`src/rtl/id_ex_latch_pkg.sv`:
```
// Shared definitions for the ID/EX pipeline register: default widths,
// control bundle layouts, ALU operation encodings and the funct slice width.
package id_ex_latch_pkg;

    // Default datapath and register specifier widths
    localparam int unsigned DATA_W_DEF = 32;
    localparam int unsigned REG_AW_DEF = 5;

    // Control bundle widths
    localparam int unsigned WB_W = 2;
    localparam int unsigned M_W  = 3;
    localparam int unsigned EX_W = 4;

    // WB bundle: {reg_write, mem_to_reg}
    localparam int unsigned WB_REG_WRITE  = 1;
    localparam int unsigned WB_MEM_TO_REG = 0;

    // M bundle: {branch, mem_read, mem_write}
    localparam int unsigned M_BRANCH    = 2;
    localparam int unsigned M_MEM_READ  = 1;
    localparam int unsigned M_MEM_WRITE = 0;

    // EX bundle: {reg_dst, alu_op[1:0], alu_src}
    localparam int unsigned EX_REG_DST   = 3;
    localparam int unsigned EX_ALU_OP_HI = 2;
    localparam int unsigned EX_ALU_OP_LO = 1;
    localparam int unsigned EX_ALU_SRC   = 0;

    // ALU operation class presented to ALU control
    localparam int unsigned ALU_OP_W = 2;
    typedef enum logic [ALU_OP_W-1:0] {
        ALU_OP_MEM   = 2'b00,
        ALU_OP_BEQ   = 2'b01,
        ALU_OP_RTYPE = 2'b10
    } alu_op_e;

    // R-type function field lives in the low bits of the immediate
    localparam int unsigned FUNCT_W = 6;

    // Bubble counter width and saturation value
    localparam int unsigned     BUBBLE_CNT_W   = 16;
    localparam logic [15:0]     BUBBLE_CNT_MAX = 16'hFFFF;

    // Extract the alu_op field from an EX bundle
    function automatic logic [ALU_OP_W-1:0] ex_alu_op(input logic [EX_W-1:0] ex);
        return ex[EX_ALU_OP_HI:EX_ALU_OP_LO];
    endfunction

endpackage

```
`src/rtl/id_ex_latch_pipe_reg.sv`:
```
// Generic pipeline register: synchronous reset, synchronous clear (load zero)
// and load enable. Priority: rst > clr > en.
module pipe_reg #(
    parameter int unsigned W = 1
) (
    input  logic         clk,
    input  logic         rst,
    input  logic         clr,
    input  logic         en,
    input  logic [W-1:0] d_i,
    output logic [W-1:0] q_o
);

    logic [W-1:0] val_q;
    logic [W-1:0] val_d;

    // Next value: clear beats enable, otherwise hold
    always_comb begin
        val_d = val_q;
        if (clr) begin
            val_d = '0;
        end else if (en) begin
            val_d = d_i;
        end
    end

    // State register with synchronous reset
    always_ff @(posedge clk) begin
        if (rst) begin
            val_q <= '0;
        end else begin
            val_q <= val_d;
        end
    end

    assign q_o = val_q;

endmodule

```
`src/rtl/id_ex_latch.sv`:
```
// ID/EX pipeline register of the 5-stage MIPS core.
// Captures decode-stage control bundles, operands and register specifiers
// and presents them to execute one cycle later. Supports stall (hold),
// flush (zeroed bubble) and a valid bit.
// Optional macro ID_EX_BUBBLE_CNT_EN adds a saturating 16-bit count of
// flushes taking effect, exposed on bubble_cnt.
import id_ex_latch_pkg::*;

module id_ex_latch #(
    parameter int unsigned DATA_W = DATA_W_DEF,
    parameter int unsigned REG_AW = REG_AW_DEF
) (
    input  logic                clk,
    input  logic                rst,
    input  logic                stall,
    input  logic                flush,
    input  logic                in_valid,
    input  logic [WB_W-1:0]     in_wb,
    input  logic [M_W-1:0]      in_m,
    input  logic [EX_W-1:0]     in_ex,
    input  logic [DATA_W-1:0]   in_npc,
    input  logic [DATA_W-1:0]   in_rd1,
    input  logic [DATA_W-1:0]   in_rd2,
    input  logic [DATA_W-1:0]   in_imm,
    input  logic [REG_AW-1:0]   in_rs,
    input  logic [REG_AW-1:0]   in_rt,
    input  logic [REG_AW-1:0]   in_rd,
    output logic                out_valid,
    output logic [WB_W-1:0]     out_wb,
    output logic [M_W-1:0]      out_m,
    output logic [EX_W-1:0]     out_ex,
    output logic [ALU_OP_W-1:0] out_alu_op,
    output logic [FUNCT_W-1:0]  out_funct,
    output logic [DATA_W-1:0]   out_npc,
    output logic [DATA_W-1:0]   out_rd1,
    output logic [DATA_W-1:0]   out_rd2,
    output logic [DATA_W-1:0]   out_imm,
    output logic [REG_AW-1:0]   out_rs,
    output logic [REG_AW-1:0]   out_rt,
    output logic [REG_AW-1:0]   out_rd
`ifdef ID_EX_BUBBLE_CNT_EN
    ,
    output logic [BUBBLE_CNT_W-1:0] bubble_cnt
`endif
);

    localparam int unsigned CTRL_W = 1 + WB_W + M_W + EX_W;
    localparam int unsigned DAT_W  = 4 * DATA_W + 3 * REG_AW;

    logic              load_en;
    logic [CTRL_W-1:0] ctrl_d;
    logic [CTRL_W-1:0] ctrl_q;
    logic [DAT_W-1:0]  dat_d;
    logic [DAT_W-1:0]  dat_q;

    // Stall only gates the load; flush is applied as a clear, which the
    // register prioritises above the enable, so flush wins over stall.
    assign load_en = ~stall;

    assign ctrl_d = {in_valid, in_wb, in_m, in_ex};
    assign dat_d  = {in_npc, in_rd1, in_rd2, in_imm, in_rs, in_rt, in_rd};

    pipe_reg #(
        .W (CTRL_W)
    ) u_ctrl_reg (
        .clk (clk),
        .rst (rst),
        .clr (flush),
        .en  (load_en),
        .d_i (ctrl_d),
        .q_o (ctrl_q)
    );

    pipe_reg #(
        .W (DAT_W)
    ) u_data_reg (
        .clk (clk),
        .rst (rst),
        .clr (flush),
        .en  (load_en),
        .d_i (dat_d),
        .q_o (dat_q)
    );

    assign {out_valid, out_wb, out_m, out_ex} = ctrl_q;
    assign {out_npc, out_rd1, out_rd2, out_imm, out_rs, out_rt, out_rd} = dat_q;

    // Pure wiring slices feeding ALU control
    assign out_alu_op = ex_alu_op(out_ex);
    assign out_funct  = out_imm[FUNCT_W-1:0];

`ifdef ID_EX_BUBBLE_CNT_EN
    logic [BUBBLE_CNT_W-1:0] bubble_cnt_q;
    logic [BUBBLE_CNT_W-1:0] bubble_cnt_d;

    // Count flushes taking effect, saturating at all-ones
    always_comb begin
        bubble_cnt_d = bubble_cnt_q;
        if (flush && (bubble_cnt_q != BUBBLE_CNT_MAX)) begin
            bubble_cnt_d = bubble_cnt_q + 1'b1;
        end
    end

    // Counter register; reset has priority so flushes under reset are not counted
    always_ff @(posedge clk) begin
        if (rst) begin
            bubble_cnt_q <= '0;
        end else begin
            bubble_cnt_q <= bubble_cnt_d;
        end
    end

    assign bubble_cnt = bubble_cnt_q;
`endif

endmodule

```
`config.mk`:
```
export PLATFORM = sky130hd
export DESIGN_NAME = id_ex_latch
export DESIGN_NICKNAME = d
export VERILOG_FILES = /design/src/rtl/id_ex_latch_pkg.sv /design/src/rtl/id_ex_latch_pipe_reg.sv /design/src/rtl/id_ex_latch.sv
export SDC_FILE = /design/constraint.sdc
export NUM_CORES = 1
export LEC_CHECK = 0
export CAP_MARGIN = 20
export CORE_UTILIZATION = 25
export CTS_CLUSTER_DIAMETER = 30
export DETAILED_ROUTE_END_ITERATION = 12
export SKIP_CTS_REPAIR_TIMING = 1
export SYNTH_ARGS = -nofsm -noshare
export SYNTH_HDL_FRONTEND = slang
export SYNTH_SLANG_ARGS = --single-unit
export TNS_END_PERCENT = 100
```
`constraint.sdc`:
```
create_clock -name clk -period 1 [get_ports clk]
set_input_delay 0.15 -clock clk [delete_from_list [all_inputs] [get_ports clk]]
set_output_delay 0.15 -clock clk [all_outputs]
set_load 0.02 [all_outputs]
```
* Yosys cells after proc, flatten, opt, wreduce, memory -nomap -nowiden
Cells that the tools add are included.
** Word-level totals
- Register bits :: 153
- Input bits :: 157
- Output and inout port bits :: 161
- Logic and storage cells :: 3
** Operators by class
- Reduce and logical (&&, ||, !) cells :: 1
** Operator list (count)
- OR reduction 2 bit :: 1

* Logic depth before layout (Yosys ltp)
- Word-level depth :: 1
- Depth in mapped cells :: 5
- Depth with buffers taken out :: 2

* By module
A second synthesis with hierarchy kept.
** Second synthesis, totals
- Cell total of the unflattened synthesis :: 504
- Area, all modules :: 5521.5 µm²
** By module, submodules not included
- pipe_reg at u_data_reg :: instances 1, cells an instance 462, area each 5094.9 µm², sequential area each 2862.7 µm²
- pipe_reg at u_ctrl_reg :: instances 1, cells an instance 33, area each 362.8 µm², sequential area each 200.2 µm²
- id_ex_latch :: instances 1, cells an instance 9, area each 63.8 µm², sequential area each 0.0 µm²

* Worst setup path before layout
Ideal clock, no wire load.
- Path kind :: input-to-reg
- Start point :: input port stall
- End point :: register u_ctrl_reg.val_q[0] (netlist: u_ctrl_reg.q_o[0])
- Library setup time :: 114 ps
- Data arrival time :: 817 ps
- Required time :: 886 ps
- Setup slack :: 68 ps
- Stages on the path :: 5
- Buffers on the path :: 3
- Cells stage by stage :: buf_4 buf_6 buf_4 mux2i_1 nor2_1
** RTL lines
- start: declaration :: line id_ex_latch.sv:15 : input logic stall,
- end signal: assignment :: line id_ex_latch_pipe_reg.sv:32 : val_q <= val_d;
- end: declaration :: line id_ex_latch_pipe_reg.sv:14 : logic [W-1:0] val_q;

* Final worst setup path
- Start point :: register u_data_reg.val_q[16] (netlist: u_data_reg.q_o[16])
- End point :: output port out_imm[1]
** RTL lines
- start: declaration :: line id_ex_latch_pipe_reg.sv:14
- start signal: assignment :: line id_ex_latch_pipe_reg.sv:32
- end: declaration :: line id_ex_latch.sv:37 : output logic [DATA_W-1:0] out_imm,
No word-level cell between the ends.

==> run_summary.xml <==
<?xml version="1.0" encoding="UTF-8"?>
<metrics>
  <group name="run_status">
    <metric name="run_status" unit="">complete, but fails checks</metric>
    <metric name="violated_checks" unit="">negative setup slack</metric>
  </group>
  <group name="synthesis">
    <metric name="syn-mean-instance-area" unit="µm²">10.9</metric>
    <metric name="mappedNetlistNets" unit="">659</metric>
    <metric name="synth.lib_cells_used.distinct" unit="">8</metric>
    <metric name="netlist.area_leader.share" unit="%">56.0</metric>
    <metric name="synth_area" unit="µm²">5470</metric>
    <metric name="synth_cells" unit="">502</metric>
    <metric name="netlist_top_cells_area" unit="">sky130_fd_sc_hd__dfxtp_1 (56%), sky130_fd_sc_hd__mux2i_1 (28%), sky130_fd_sc_hd__nor2_1 (10%)</metric>
    <metric name="synth_seq_area_share" unit="%">56.0</metric>
    <metric name="yosys_register_bits" unit="">153</metric>
    <metric name="synth.yosys.warnings" unit="">0</metric>
    <metric name="yosysTopAreaCell" unit="">sky130_fd_sc_hd__dfxtp_1</metric>
  </group>
  <group name="timing">
    <metric name="slew_violations" unit="">0</metric>
    <metric name="layout_worst_path_cycle_share" unit="%">105</metric>
    <metric name="final-hold-violation-count" unit="">0</metric>
    <metric name="timing.clock.skew" unit="ps">0</metric>
    <metric name="finalSetupViolCount" unit="">133</metric>
    <metric name="achievable-frequency" unit="MHz">956</metric>
    <metric name="worstMarginPinSlew" unit="ps">237</metric>
    <metric name="post-route-min-period" unit="ps">1050</metric>
    <metric name="grt_setup_unrepaired" unit="">true</metric>
    <metric name="slew_headroom" unit="%">84.2</metric>
    <metric name="layout_setup_ws" unit="ps">-45.5</metric>
  </group>
  <group name="clock_tree">
    <metric name="clk_pin_slew_worst_paths" unit="ps">60</metric>
    <metric name="cts_buffer_depth" unit="">2</metric>
    <metric name="clkLatencyLatePin" unit="ps">400</metric>
    <metric name="cts_inserted_buffers" unit="">17</metric>
    <metric name="tritoncts_num_sinks" unit="">153</metric>
    <metric name="tritoncts" unit="">done</metric>
    <metric name="clock-root-buffer" unit="">sky130_fd_sc_hd__clkbuf_16</metric>
    <metric name="cts-htree-levels" unit="">4</metric>
  </group>
  <group name="setup_path">
    <metric name="criticalPathCategory" unit="">register to output port</metric>
    <metric name="timing.critical_path.slowest_cell_delay" unit="ps">370</metric>
    <metric name="cp_buf_inv_count" unit="">1</metric>
    <metric name="cp_top_family" unit="">flip-flops</metric>
    <metric name="r2r_setup_slack" unit="ps">160</metric>
    <metric name="critPathMaxFanout" unit="">3</metric>
    <metric name="crit_path_top_delay_cell" unit="">sky130_fd_sc_hd__dfxtp_4</metric>
    <metric name="crit_arrival" unit="ps">900</metric>
    <metric name="timing.critical_path.from_type" unit="">register</metric>
    <metric name="crit_path_end_kind" unit="">output port</metric>
    <metric name="timing.critical_path.cells" unit="">buf_6</metric>
    <metric name="cp_data_required_time" unit="ps">850</metric>
  </group>
  <group name="die">
    <metric name="num_rows" unit="">53</metric>
    <metric name="initial_core_util" unit="%">25.8</metric>
    <metric name="core_area" unit="µm²">21200</metric>
    <metric name="top_level_ports" unit="">318</metric>
    <metric name="die_h" unit="µm">150</metric>
    <metric name="fp.dieW" unit="µm">150</metric>
    <metric name="die-area" unit="µm²">22500</metric>
  </group>
  <group name="pwr">
    <metric name="comb_power_share" unit="%">14.6</metric>
    <metric name="share_of_power_burned_in_registers" unit="%">43.0</metric>
    <metric name="cell_internal_pwr" unit="mW">11.4</metric>
    <metric name="cellLeakagePower" unit="nW">4.49</metric>
    <metric name="p_switching" unit="mW">3.64</metric>
    <metric name="power.clock.fraction" unit="%">42.4</metric>
    <metric name="vdd_drop_max" unit="V">0.00113</metric>
    <metric name="power_switching_share" unit="%">24.2</metric>
    <metric name="report.power.total" unit="mW">15.1</metric>
    <metric name="pwr_density_cell" unit="nW/µm²">1510</metric>
  </group>
  <group name="hold_path">
    <metric name="holdCritPathClass" unit="">primary input to register</metric>
  </group>
  <group name="placement">
    <metric name="placed_instances" unit="">1080</metric>
    <metric name="pre_cts_slack" unit="ps">-377</metric>
    <metric name="gp_routability_congestion" unit="">0.740</metric>
    <metric name="cell_area_reported_after_detailed_placement" unit="µm²">9010</metric>
    <metric name="detailedPlacementHpwl" unit="µm">12100</metric>
    <metric name="port_buffers" unit="">317</metric>
  </group>
  <group name="global_routing">
    <metric name="grt_pass1_vias" unit="">4432</metric>
    <metric name="antenna_found_initial" unit="">0</metric>
    <metric name="globalRoute.totalOverflow" unit="">0</metric>
    <metric name="grt_max_degree" unit="">37</metric>
    <metric name="grt.total_usage" unit="%">14.2</metric>
    <metric name="grt_pass1_wl" unit="µm">24200</metric>
  </group>
  <group name="final_layout">
    <metric name="mostFrequentLayoutCells" unit="">sky130_fd_sc_hd__clkdlybuf4s50_1 (155), sky130_fd_sc_hd__mux2i_1 (153), sky130_fd_sc_hd__nor2_1 (153), sky130_fd_sc_hd__buf_6 (153), sky130_fd_sc_hd__dfxtp_2 (150)</metric>
    <metric name="antennaDiodeCount" unit="">0</metric>
    <metric name="design_area" unit="µm²">10000</metric>
    <metric name="area_growth" unit="%">82.8</metric>
    <metric name="final_common_cell" unit="">sky130_fd_sc_hd__clkdlybuf4s50_1</metric>
    <metric name="final_nets" unit="">986</metric>
    <metric name="layoutNonFillerInstCount" unit="">1116</metric>
    <metric name="drive_above_1_share" unit="%">45.1</metric>
  </group>
  <group name="route">
    <metric name="number_of_iterations_in_the_first_detailed_routing_pass" unit="">4</metric>
    <metric name="drc" unit="">0</metric>
    <metric name="drc_violation_total_after_the_first_tritonroute_iteration" unit="">69</metric>
    <metric name="wirelength" unit="µm">16400</metric>
    <metric name="routed_via_density" unit="">4.14</metric>
    <metric name="number_of_nets_with_antenna_violations_after_detailed_routing" unit="">0</metric>
    <metric name="route.detailed.wl_per_inst" unit="µm">14.7</metric>
    <metric name="detailroute.via_count" unit="">4616</metric>
  </group>
  <group name="flow_run">
    <metric name="drv_cap" unit="">0</metric>
  </group>
</metrics>
==> state kept, by name, summed over array words and instances, names as in the netlist <==
name            count
u_ctrl_reg.q_o     10
u_data_reg.q_o    143
==> layer usage <==
| layer | share of wire [%] | up-vias | GRT usage, % |
|---|---|---|---|
| met3 | 10 | 10 | 6.04 |
| met4 | 1.2 | 0 | 4.70 |
| met5 | 0 | - | 0 |
| met1 | 40 | 2110 | 16.1 |
| li1 | - | 2300 | - |
| met2 | 48 | 196 | 23.7 |
==> power groups by stage <==
stage	Combinational [mW]	Clock (mW)	Sequential [mW]
detailed placement	2.17	0	6.54
global route	2.35	6.91	6.49
floorplan	0.711	0	6.78
global placement	2.17	0	6.53
CTS	2.18	6.65	6.40
finish	2.19	6.39	6.47
==> metrics by stage <==
stage	hold slack, ps	util [%]	setup TNS [ps]
2_1_floorplan	294	-	0
3_3_place_gp	472	42.4	-65000
3_5_place_dp	484	42.4	-65990
4_1_cts	146	45.2	-86140
5_1_grt	170	47.1	-8340
6_report	153	47.1	-1580
==> kinds of logic (layout without fill, tap and decap cells) <==
family / count (synthesis) / after routing / share of synthesized area, %
buffers and inverters: 42 / 381 / 5.42
DFF: 153 / 153 / 56.0
muxes: 153 / 153 / 28.0
and+or+nand+nor: 154 / 154 / 10.6
==> worst paths after layout <==
kind                                        start                               to  cells after the start
setup / recovery  u_data_reg.q_o[16]$_SDFFE_PP0N_                       out_imm[1]                      1
hold / removal                              stall  u_data_reg.q_o[58]$_SDFFE_PP0N_                      3
setup reg to reg  u_data_reg.q_o[86]$_SDFFE_PP0N_  u_data_reg.q_o[86]$_SDFFE_PP0N_                      4
hold reg to reg    u_ctrl_reg.q_o[8]$_SDFFE_PP0N_   u_ctrl_reg.q_o[8]$_SDFFE_PP0N_                      2
==> Yosys cell counts, drive strengths merged <==
cell type and n:
dfxtp 153, buf 34, or2 1, nor2 153, mux2i 153, clkbuf 8
==> area by class of cell <==
class / count / area [µm²]
flip-flops and latches: 153 / 3260
repair buffers: 350 / 3700
well taps: 275 / 344
clock buffers: 19 / 443
clock inverters: 12 / 141
multi-input cells: 307 / 2110
fillers: 2056 / 11200
Power figures use the tool's default switching activity.
==> RTL change, RTL diff (same settings) <==
The option `ID_EX_BUBBLE_CNT_EN` is turned on by a define.
--- a/src/rtl/id_ex_latch.sv
+++ b/src/rtl/id_ex_latch.sv
@@ -4,6 +4,8 @@
 // flush (zeroed bubble) and a valid bit.
 // Optional macro ID_EX_BUBBLE_CNT_EN adds a saturating 16-bit count of
 // flushes taking effect, exposed on bubble_cnt.
+`define ID_EX_BUBBLE_CNT_EN
+
 import id_ex_latch_pkg::*;
 
 module id_ex_latch #(
Function (old outputs only; new: bubble_cnt): kept (Yosys induction, for registers that start in step).
==> RTL change against the original RTL <==
Sequential cell count rose by 16; fmax fell by 35%; the run still ends with setup timing left; synthesized cell count rose by 19%; total power rose by 10%; sequential share of layout area fell by 2.5 points; count of clock-buffer cells in the layout rose by 1; setup slack got worse by 0.58 ns; routed wire length rose by 25%; first-iteration DRC count rose to 2.7 times the old value; synthesized area rose by 14%; design area rose by 20%; combinational power rose by 12%.
==> RTL change: results (changes against the original RTL) <==
hold path endpoint=u_data_reg.q_o[46]; max_slew headroom=74.36% (-9.8 points); Crit-path slowest cell=dfxtp_2; final worst slack=-0.6209 ns (-0.5754 ns); first-pass GRT wire length=30410 um (+26%); routed length on met2=9790 um (+24%); post-synthesis compound-gate area fraction=2.537% (+2.5 points); sw power=4.159 mW (+14%); All-Layer GR Usage=15.16% (+1.0 points); vias in the first global route=5559 (+25%); Final Skew=0.007479 ns (+0.007479 ns); commonest cells in the netlist=169 x dfxtp_1, 161 x nor2_1, 156 x mux2i_1; pin count of the biggest net entering global routing=62 (+68%); Setup-failing EPs final=193 (+45%); violated checks=setup timing; worst setup path start=bubble_cnt[9]; delay-heaviest family, CP=simple AND/OR/NAND/NOR gates; FF-to-FF End=bubble_cnt[9]; Lkg Pwr=5.368 nW (+20%); buffers added on ports=333 (+5.0%); crit path DAT=1.97 ns (+1.07 ns); status=finished, violations left; final WL=20510 um (+25%); vias after detailed routing=5719 (+24%); wire length on met3=1692 um (+0.95%); initial DRC count=184 (+170%); Worst-Skew Late Latency=0.42 ns (+0.02 ns); hold slack=0.1998 ns (+0.04691 ns); Cell variety after synth=36 (+28); met1 wire length=8745 um (+32%); fin nets=1157 (+17%); top post-synthesis cells by area=dfxtp_1 54%, mux2i_1 25%, nor2_1 9.7%, buf_2 1.4%, buf_4 0.97%
-- RTL change: cell count changes in the layout (fill, tap and decap cells not counted), moves of 8 or more --
cell,change
dfxtp_4,+8
buf_6,+46
dfxtp_2,+8
nor2_1,+8
buf_4,+26
-- RTL change: area by class of cell --
cell class	instances	area (um^2)	area share (%)
multi-input combinational	376	2773	23.07
clock buffer	20	467.9	3.893
tap	324	405.4	3.373
inverter	5	22.52	0.1874
sequential	169	3622	30.14
timing repair buffer	430	4574	38.06
clock inverter	12	153.9	1.280
-- RTL change: kinds of logic after synthesis --
logic type | count (synthesis)
flip-flops | 169
AO/OA/AOI/OAI | 21
multiplexers | 158
buffers and inverters | 50
XOR/XNOR | 1
AND/OR/NAND/NOR | 195
adder cells (fa/ha/maj) | 1
-- RTL change: power groups by stage --
stage / logic [mW] / registers [mW] / clock network, mW
finish: 2.46 / 7.11 / 7.02
global route: 2.63 / 7.14 / 7.59
floorplan: 0.752 / 7.45 / 0
global placement: 2.35 / 7.20 / 0
CTS: 2.36 / 7.05 / 7.27
detailed placement: 2.35 / 7.20 / 0
-- RTL change: worst reg2reg max path, stage by stage, from the launching register on --
cell,delay (ns)
dfxtp_2,0.36
nand4_1,0.22
buf_4,0.23
nor4_4,0.30
buf_4,0.21
o31ai_2,0.09
a21oi_2,0.13
-- RTL change: layer usage --
metal / track usage, % / vias to the layer above
li1: - / 2812
met4: 4.196 / 0
met2: 24.71 / 239
met1: 18.72 / 2647
met5: 0 / -
met3: 5.558 / 21
-- RTL change: stage by stage --
stage / std cells / area [um^2] / setup slack (ns)
detailed placement: 1282 / 10520 / -0.6873
global route: 1336 / 12020 / -0.7158
global placement: 1282 / 10520 / -0.6143
floorplan: 595 / 6364 / -0.6563
finish: 1336 / 12020 / -0.6209
CTS: 1314 / 11140 / -0.7983
